<file path="src/rtl/mm_pkg.sv">
// Shared types and defaults for the mm feed controller: FSM state encoding,
// default array geometry and the packed-vector width helper.
package mm_pkg;

  localparam int ELEMENT_WIDTH_DEF = 16;
  localparam int ELEMENT_COUNT_DEF = 4;

  typedef enum logic [1:0] {
    ST_IDLE  = 2'd0,
    ST_FEED  = 2'd1,
    ST_DRAIN = 2'd2,
    ST_DONE  = 2'd3
  } feed_state_t;

  function automatic int full_width(input int elem_width, input int elem_count);
    return elem_width * elem_count;
  endfunction

endpackage

</file>
<file path="src/rtl/mm_feed_ctrl_if.sv">
// Command, tile-buffer read and skew-loader feed signals of mm_feed_ctrl.
// master = command/buffer side, slave = the feed controller.
interface mm_feed_ctrl_if #(
  parameter int ADDR_WIDTH = 10,
  parameter int LEN_WIDTH  = 10,
  parameter int FULL_WIDTH = mm_pkg::full_width(mm_pkg::ELEMENT_WIDTH_DEF,
                                                mm_pkg::ELEMENT_COUNT_DEF)
);
  logic                  start;
  logic                  abort;
  logic [ADDR_WIDTH-1:0] base_addr;
  logic [LEN_WIDTH-1:0]  len;
  logic                  busy;
  logic                  done;
  logic                  rd_en;
  logic [ADDR_WIDTH-1:0] rd_addr;
  logic [FULL_WIDTH-1:0] rd_data;
  logic [FULL_WIDTH-1:0] feed_data;
  logic                  feed_valid;
  logic                  feed_last;

  modport master (
    output start, abort, base_addr, len, rd_data,
    input  busy, done, rd_en, rd_addr, feed_data, feed_valid, feed_last
  );

  modport slave (
    input  start, abort, base_addr, len, rd_data,
    output busy, done, rd_en, rd_addr, feed_data, feed_valid, feed_last
  );
endinterface

</file>
<file path="src/rtl/mm_addr_gen.sv">
// Tile-buffer address generator: loads base/count, steps one address per
// issued read with natural wrap, and flags the cycle issuing the final read.
module mm_addr_gen #(
  parameter int ADDR_WIDTH = 10,
  parameter int LEN_WIDTH  = 10
) (
  input  logic                  clk,
  input  logic                  rst_n,
  input  logic                  i_load,
  input  logic [ADDR_WIDTH-1:0] i_base,
  input  logic [LEN_WIDTH-1:0]  i_len,
  input  logic                  i_advance,
  output logic [ADDR_WIDTH-1:0] o_addr,
  output logic                  o_last
);

  logic [ADDR_WIDTH-1:0] r_addr;
  logic [LEN_WIDTH-1:0]  r_remain;

  always_ff @(posedge clk or negedge rst_n) begin
    if (!rst_n) begin
      r_addr   <= '0;
      r_remain <= '0;
    end else if (i_load) begin
      r_addr   <= i_base;
      r_remain <= i_len;
    end else if (i_advance) begin
      r_addr   <= r_addr + ADDR_WIDTH'(1);
      r_remain <= r_remain - LEN_WIDTH'(1);
    end
  end

  assign o_addr = r_addr;
  assign o_last = (r_remain == LEN_WIDTH'(1));

endmodule

</file>
<file path="src/rtl/mm_feed_ctrl.sv">
// Feeds one operand tile pass from the tile buffer into the skew loader,
// then flushes with zero vectors. Optional perf counter: MM_FEED_CTRL_PERF_EN.
module mm_feed_ctrl
  import mm_pkg::*;
#(
  parameter int ELEMENT_WIDTH = ELEMENT_WIDTH_DEF,
  parameter int ELEMENT_COUNT = ELEMENT_COUNT_DEF,
  parameter int ADDR_WIDTH    = 10,
  parameter int LEN_WIDTH     = 10
) (
  input  logic        clk,
  input  logic        rst_n,
  mm_feed_ctrl_if.slave bus
`ifdef MM_FEED_CTRL_PERF_EN
  ,
  output logic [31:0] perf_cycles
`endif
);

  localparam int FULL_WIDTH = full_width(ELEMENT_WIDTH, ELEMENT_COUNT);
  localparam int DRAIN_W    = $clog2(ELEMENT_COUNT + 1);

  feed_state_t           r_state;
  logic                  r_busy;
  logic                  r_done;
  logic                  r_rd_en;
  logic [DRAIN_W-1:0]    r_drain_cnt;
  logic                  r_rd_pipe;
  logic                  r_last_pipe;
  logic                  r_feed_valid;
  logic                  r_feed_last;
  logic [FULL_WIDTH-1:0] r_feed_data;

  logic                  w_accept;
  logic                  w_load;
  logic                  w_kill;
  logic                  w_issue_last;
  logic [ADDR_WIDTH-1:0] w_rd_addr;

  assign w_accept = (r_state == ST_IDLE) && bus.start && !bus.abort;
  assign w_load   = w_accept && (bus.len != '0);
  assign w_kill   = (r_state != ST_IDLE) && bus.abort;

  mm_addr_gen #(
    .ADDR_WIDTH (ADDR_WIDTH),
    .LEN_WIDTH  (LEN_WIDTH)
  ) u_addr_gen (
    .clk       (clk),
    .rst_n     (rst_n),
    .i_load    (w_load),
    .i_base    (bus.base_addr),
    .i_len     (bus.len),
    .i_advance (r_rd_en),
    .o_addr    (w_rd_addr),
    .o_last    (w_issue_last)
  );

  always_ff @(posedge clk or negedge rst_n) begin
    if (!rst_n) begin
      r_state     <= ST_IDLE;
      r_busy      <= 1'b0;
      r_done      <= 1'b0;
      r_rd_en     <= 1'b0;
      r_drain_cnt <= '0;
    end else if (w_kill) begin
      r_state     <= ST_IDLE;
      r_busy      <= 1'b0;
      r_done      <= 1'b0;
      r_rd_en     <= 1'b0;
      r_drain_cnt <= '0;
    end else begin
      case (r_state)
        ST_IDLE: begin
          if (w_accept) begin
            r_busy <= 1'b1;
            if (w_load) begin
              r_state <= ST_FEED;
              r_rd_en <= 1'b1;
            end else begin
              r_state <= ST_DONE;
              r_done  <= 1'b1;
            end
          end
        end
        ST_FEED: begin
          if (w_issue_last) begin
            r_state     <= ST_DRAIN;
            r_rd_en     <= 1'b0;
            r_drain_cnt <= '0;
          end
        end
        // Two cycles let the last read reach feed_data, the rest flush the skew.
        ST_DRAIN: begin
          if (r_drain_cnt == DRAIN_W'(ELEMENT_COUNT)) begin
            r_state <= ST_DONE;
            r_done  <= 1'b1;
          end else begin
            r_drain_cnt <= r_drain_cnt + DRAIN_W'(1);
          end
        end
        ST_DONE: begin
          r_state <= ST_IDLE;
          r_busy  <= 1'b0;
          r_done  <= 1'b0;
        end
        default: begin
          r_state <= ST_IDLE;
          r_busy  <= 1'b0;
          r_done  <= 1'b0;
          r_rd_en <= 1'b0;
        end
      endcase
    end
  end

  always_ff @(posedge clk or negedge rst_n) begin
    if (!rst_n) begin
      r_rd_pipe    <= 1'b0;
      r_last_pipe  <= 1'b0;
      r_feed_valid <= 1'b0;
      r_feed_last  <= 1'b0;
      r_feed_data  <= '0;
    end else if (w_kill) begin
      r_rd_pipe    <= 1'b0;
      r_last_pipe  <= 1'b0;
      r_feed_valid <= 1'b0;
      r_feed_last  <= 1'b0;
      r_feed_data  <= '0;
    end else begin
      r_rd_pipe    <= r_rd_en;
      r_last_pipe  <= r_rd_en && w_issue_last;
      r_feed_valid <= r_rd_pipe;
      r_feed_last  <= r_last_pipe;
      r_feed_data  <= r_rd_pipe ? bus.rd_data : '0;
    end
  end

`ifdef MM_FEED_CTRL_PERF_EN
  logic [31:0] r_perf_acc;
  logic [31:0] r_perf_cycles;

  // The accepting cycle counts as 1; the DONE cycle is added when publishing.
  always_ff @(posedge clk or negedge rst_n) begin
    if (!rst_n) begin
      r_perf_acc    <= '0;
      r_perf_cycles <= '0;
    end else if (w_kill) begin
      r_perf_acc <= '0;
    end else if (w_accept) begin
      r_perf_acc <= 32'd1;
    end else if (r_state == ST_DONE) begin
      r_perf_cycles <= r_perf_acc + 32'd1;
    end else if (r_state != ST_IDLE) begin
      r_perf_acc <= r_perf_acc + 32'd1;
    end
  end

  assign perf_cycles = r_perf_cycles;
`endif

  assign bus.busy       = r_busy;
  assign bus.done       = r_done;
  assign bus.rd_en      = r_rd_en;
  assign bus.rd_addr    = w_rd_addr;
  assign bus.feed_data  = r_feed_data;
  assign bus.feed_valid = r_feed_valid;
  assign bus.feed_last  = r_feed_last;

endmodule

</file>
<file path="src/flat_wrapper.sv">
// flat-port wrapper written by rule: the top's interface ports become plain ports
module mm_feed_ctrl_flat import mm_pkg::*;
#(
  parameter int ELEMENT_WIDTH = ELEMENT_WIDTH_DEF,
  parameter int ELEMENT_COUNT = ELEMENT_COUNT_DEF,
  parameter int ADDR_WIDTH    = 10,
  parameter int LEN_WIDTH     = 10
)
  (clk, rst_n, bus_start, bus_abort, bus_base_addr, bus_len, bus_rd_data, bus_busy, bus_done, bus_rd_en, bus_rd_addr, bus_feed_data, bus_feed_valid, bus_feed_last);
  mm_feed_ctrl_if #(.ADDR_WIDTH(ADDR_WIDTH), .LEN_WIDTH(LEN_WIDTH), .FULL_WIDTH((64))) bus_i ();
  input  logic clk;
  input  logic rst_n;
  input wire logic [$bits(bus_i.start)-1:0] bus_start;
  input wire logic [$bits(bus_i.abort)-1:0] bus_abort;
  input wire logic [$bits(bus_i.base_addr)-1:0] bus_base_addr;
  input wire logic [$bits(bus_i.len)-1:0] bus_len;
  input wire logic [$bits(bus_i.rd_data)-1:0] bus_rd_data;
  output wire logic [$bits(bus_i.busy)-1:0] bus_busy;
  output wire logic [$bits(bus_i.done)-1:0] bus_done;
  output wire logic [$bits(bus_i.rd_en)-1:0] bus_rd_en;
  output wire logic [$bits(bus_i.rd_addr)-1:0] bus_rd_addr;
  output wire logic [$bits(bus_i.feed_data)-1:0] bus_feed_data;
  output wire logic [$bits(bus_i.feed_valid)-1:0] bus_feed_valid;
  output wire logic [$bits(bus_i.feed_last)-1:0] bus_feed_last;
  assign bus_i.start = bus_start;
  assign bus_i.abort = bus_abort;
  assign bus_i.base_addr = bus_base_addr;
  assign bus_i.len = bus_len;
  assign bus_i.rd_data = bus_rd_data;
  assign bus_busy = bus_i.busy;
  assign bus_done = bus_i.done;
  assign bus_rd_en = bus_i.rd_en;
  assign bus_rd_addr = bus_i.rd_addr;
  assign bus_feed_data = bus_i.feed_data;
  assign bus_feed_valid = bus_i.feed_valid;
  assign bus_feed_last = bus_i.feed_last;
  mm_feed_ctrl #(.ELEMENT_WIDTH(ELEMENT_WIDTH), .ELEMENT_COUNT(ELEMENT_COUNT), .ADDR_WIDTH(ADDR_WIDTH), .LEN_WIDTH(LEN_WIDTH)) u_core (.clk(clk), .rst_n(rst_n), .bus(bus_i));
endmodule
</file>
<file path="config.mk">
export PLATFORM = sky130hd
export DESIGN_NAME = mm_feed_ctrl_flat
export DESIGN_NICKNAME = d
export VERILOG_FILES = /design/src/rtl/mm_pkg.sv /design/src/rtl/mm_feed_ctrl_if.sv /design/src/rtl/mm_addr_gen.sv /design/src/rtl/mm_feed_ctrl.sv /design/src/flat_wrapper.sv
export SDC_FILE = /design/constraint.sdc
export NUM_CORES = 1
export LEC_CHECK = 0
export BUFFER_PORTS_ARGS = -buffer_cell sky130_fd_sc_hd__buf_2
export CAP_MARGIN = 40
export CORE_MARGIN = 2
export CORE_UTILIZATION = 45
export CTS_BUF_LIST = sky130_fd_sc_hd__clkbuf_4 sky130_fd_sc_hd__clkbuf_8
export CTS_CLUSTER_DIAMETER = 80
export CTS_CLUSTER_SIZE = 40
export DETAILED_ROUTE_END_ITERATION = 16
export HOLD_SLACK_MARGIN = 0.06
export PLACE_DENSITY_LB_ADDON = 0.08
export REMOVE_ABC_BUFFERS = 1
export SLEW_MARGIN = 15
export SYNTH_ARGS = -nofsm -noshare
export SYNTH_HDL_FRONTEND = slang
export SYNTH_SLANG_ARGS = --single-unit
</file>
<file path="constraint.sdc">
create_clock -name clk -period 2.6 [get_ports clk]
set_input_delay 0.39 -clock clk [delete_from_list [all_inputs] [get_ports clk]]
set_output_delay 0.39 -clock clk [all_outputs]
set_load 0.005 [all_outputs]
</file>
# Yosys cells after proc, flatten, opt, wreduce, memory -nomap -nowiden
# Cells that the tools add are included.
# totals
output_inout_bits,79
wordCells,78
ff_bits,96
input_bits,88
# op_classes
mux,33
reduce_logical,19
eq_ne,11
addsub,3
# ops
operator,n
$mux 64,2
$mux 10,4
$mux 1,14
$add 10x1->10 const B,1
$eq 10x1->1 const B,1
$mux 2,5
$reduce_bool 10->1,1
$sub 10x1->10 const B,1
$mux 3,3
$ne 3x1->1 const B,3
$ne 3x2->1 const B,3
$reduce_bool 3->1,3
$pmux 2 s4,1
$reduce_and 4->1,2
$pmux 3 s2,1
$reduce_and 3->1,2
$logic_and 1x1->1,5
$eq 2x2->1 const B,2
$pmux 1 s2,2
$reduce_bool 2->1,2
$reduce_bool 4->1,1
$add 3x1->3 const B,1
$eq 3x3->1 const B,1
$pmux 1 s3,1
4 further kinds,4

# Logic depth before layout (Yosys ltp)
# logic_depth
word_depth,8
ltp_mapped,8
mapped_depth_nobuf,6

# By module
# A second synthesis with hierarchy kept.
# hier_totals
cells_unflattened,339
area_unflattened_um2,3962.6
# by_module_without_submodules
mod,area_per_inst_um2,cells_each,seq_area_each_um2,instances
mm_feed_ctrl,2839.0,218,1901.8,1
mm_addr_gen,1123.6,121,500.5,1

# Least setup slack after synthesis
# OpenSTA, ideal clock, no wires.
# synth_timing
path_type,reg-to-reg
from,register u_core.u_addr_gen.r_remain[1]
to,register u_core.r_state[1]
setup_time_ps,128
setup_slack_ps,704
path_buffers,0
arrival_ps,1769
path_stages_with_launch,7
period_less_slack_ps,1896
t_required_ps,2472
path_cell_list,dfrtp_1 inv_1 ha_1 or4b_4 o31ai_4 o22ai_1 mux2_1
# synth_via
elab_chain_cells,3
# synth_rtl
item,line_no,rtl
start: declaration,mm_addr_gen.sv:18,logic [LEN_WIDTH-1:0] r_remain;
start signal: assignment,mm_addr_gen.sv:26,r_remain <= i_len;
start signal: assignment,mm_addr_gen.sv:29,r_remain <= r_remain - LEN_WIDTH'(1);
$eq 10x1->1,mm_addr_gen.sv:34,assign o_last = (r_remain == LEN_WIDTH'(1));
$ne 3x1->1 (no line),-,
$reduce_and 3->1 (no line),-,
end signal: assignment,mm_feed_ctrl.sv:60,r_state <= ST_IDLE;
end signal: assignment,mm_feed_ctrl.sv:66,r_state <= ST_IDLE;
end signal: assignment,mm_feed_ctrl.sv:77,r_state <= ST_FEED;
end: declaration,mm_feed_ctrl.sv:23,feed_state_t r_state;
# No other way between the ends.
# A chain may end at the register's enable or synchronous reset.

# Final worst setup path
# Same ends and word-level chain as after synthesis.

==> metrics.txt <==
status finished clean; post-synthesis async set-or-reset flop share between 90% and 100%; post-synthesis sequential area ratio 62.1%; clk_lat worst skew about 0.36 ns; Starting Density 46.9%; Finished Layout Cells 615; DR DRC count 0; Worst Clk Skew between 0.01 and 0.015 ns; Die X 96.8 um; crit end category flop; DRT iter0 DRCs 117; Sw Pwr 1810 uW; Syn. warnings 0; Syn Std Cell Area between 3000 and 4000 sq um; Critical Path Source Type flop; Post-Synth XOR/XNOR Area under 10%; top-count cell post-synth dfrtp_1; EDFF count, synth 0; Leak ~0.0026 uW; RSZ-0062 raised after global routing false; GRT overflow 0; first-pass GRT wire length 15000 um; Die Span Y 96.8 um; dpl cells 598; Post-synth top flop dfrtp_1; Comb pwr share a little over a third; root buf cell clkbuf_8; Core ar. 8260 sq um; Synth Area in Adders 3.23%; iteration count of the initial detailed-routing pass 4; fmax 474 MHz; #FFs+latches synth 96; Num CTS Buffers 9; Synth cell types 43; Final Hold Viols 0; Synth top area share just over 60%; Cells after Synth 334; Hold/Removal Path Class in -> reg; Reg power frac between 40% and 50%; final setup fails 0; global-route usage over all layers 19.9%; die area 9360 sq um; Commonest cells post-synth 96 x dfrtp_1, 65 x and2_1, 32 x nand2_1, 28 x o21ai_0, 11 x clkbuf_1; compound-cell area share of the yosys netlist under 10%; CTS Buffer Depth 2; CP required ~2.8 ns; Vias/cell 4.81; synth top area cells dfrtp_1 62%, and2_1 11%, o21ai_0 3.6%; Sink Count 96; Port Buffers 166; largest area contributor in the netlist dfrtp_1; Post-DRT Antenna Nets 0; main combinational cell family by area after synthesis simple AND/OR/NAND/NOR gates; I/O pin count 167; wire length per cell 14.2 um; PwrDens 995 nW/um^2; Least-Margin Pin Slew 0.604 ns; Tot Pwr 5030 uW; CTS tree done; ant diodes 0; Nets 603; Final HPWL DP 6640 um; clock slew at reported path FFs 0.10 ns; GP Congestion 0.776; clock power share a little under a fifth; Critical Path Fanout Max 6; layout cells sized above 1 38.8%; Switching Share 35.9%; Synth Area in Simple Gates 20.5%; Final Max Tran Viols 0; vias in the first global route 3013; VDD IR max 556 uV; Layout area overhead 30.5%; post-synthesis mux area share roughly 1.1%; post-cts resize count 0; Avg Cell Area, Syn between 10 and 15 sq um; total length of routed wires ~9000 um; initial antenna violation count 0; largest net degree at the start of global routing 66; Setup CP Type reg -> reg; htree depth 3; vias 2958; Int Power 3220 uW; Core Rows 33; number of max-cap violations 0; data arrival time of the worst path ~2.4 ns; Max-slew headroom 59.7%; Tcrit/Tclk final ~81%; Final Critical Period 2.11 ns
-- placed cells by master (no fill, tap or decap), types with 2 or more instances in the layout --
cell type and count:
a22oi_1 2, nor4b_1 2, and2_1 65, nand3_1 3, nand2_1 32, o21ai_0 28, nor4_1 3, and3_1 2
or4_1 2, buf_2 165, mux2i_1 2, a21oi_1 4, nand4_1 7, inv_1 9, xor2_1 10, nor2_1 9
inv_6 4, clkbuf_8 10, buf_4 7, nor3_1 2, nor3b_1 3, dfrtp_1 96, xnor2_1 8, ha_1 10
-- timing repair --
| action | 4_1_cts | 5_1_grt |
|---|---|---|
| endpoints found under the hold margin | 44 | 0 |
| hold buffers | 1 | 0 |
| buffers inserted | 0 | 0 |
-- worst max-delay path, cell delays in order, from the launching register on --
cell and delay [ns]:
dfrtp_1 0.43, inv_1 0.10, ha_1 0.14, or4b_4 0.49, o31ai_4 0.36, o22ai_1 0.13
mux2_1 0.35
-- per-layer routing --
metal  wire length (um)  vias up  track usage, %
li1                   -     1448               -
met1               3450     1375            23.9
met2               4240      123            32.0
met3                944       12            9.83
met4                121        0            5.09
met5                  0        -               0
-- power groups by stage --
stage	combinational, uW	clock (uW)	sequential, uW
after floorplan	992	0	2320
after global placement	1780	0	2280
after detailed placement	1830	0	2290
after CTS	1840	997	2270
after global routing	2070	1070	2340
final	1800	959	2270
-- area by class of cell --
cell class | instances | area [sq um]
clock buffers | 10 | 138
repair buffers | 173 | 888
clock inverters | 6 | 60.1
inverters | 9 | 33.8
fillers | 730 | 3210
well taps | 105 | 131
flip-flops and latches | 96 | 2400
multi-input cells | 216 | 1400
-- per-stage QoR --
stage          setup TNS (ns)  worst slack, ns  util (%)  hold slack (ns)  area (sq um)
2_1_floorplan           -4.48           -0.301         -           0.0944          3820
6_report                    0            0.491      61.2            0.227          5050
5_1_grt                     0            0.329      61.2            0.203          5050
3_5_place_dp                0            0.520      58.7            0.442          4840
4_1_cts                     0            0.503      61.2            0.204          5050
3_3_place_gp                0            0.635      58.7            0.439          4840
-- path summary, 6_finish.rpt --
| path | from | endpoint | slack [ns] | depth (start not counted) |
|---|---|---|---|---|
| hold reg to reg | u_core.r_last_pipe$_DFF_PN0_ | u_core.bus.feed_last$_DFF_PN0_ | 0.48 | 1 |
| setup / recovery | u_core.u_addr_gen.r_remain[1]$_DFFE_PN0P_ | u_core.r_state[1]$_DFFE_PN0P_ | 0.49 | 6 |
| hold / removal | bus_rd_data[19] | u_core.bus.feed_data[19]$_DFF_PN0_ | 0.23 | 2 |
| setup reg to reg | u_core.u_addr_gen.r_remain[1]$_DFFE_PN0P_ | u_core.r_state[1]$_DFFE_PN0P_ | 0.49 | 6 |
| min in group asynchronous | rst_n | u_core.r_state[1]$_DFFE_PN0P_ | 0.58 | 2 |
| max in group asynchronous | rst_n | u_core.r_drain_cnt[0]$_DFFE_PN0P_ | 1.33 | 3 |
-- state kept, by name (all words and copies together) (netlist names) --
name	cells
u_core.bus.busy	1
u_core.bus.done	1
u_core.bus.feed_data	64
u_core.bus.feed_last	1
u_core.bus.feed_valid	1
u_core.bus.rd_en	1
u_core.r_drain_cnt	3
u_core.r_last_pipe	1
u_core.r_rd_pipe	1
u_core.r_state	2
u_core.u_addr_gen.o_addr	10
u_core.u_addr_gen.r_remain	10
-- kinds of logic after synthesis --
group,Yosys count
simple gates,140
mux,4
fa+ha+maj,10
xor+xnor,18
flops,96
buf+inv,22
compound gates,44
Note: power is estimated with default switching activity, not from simulation.
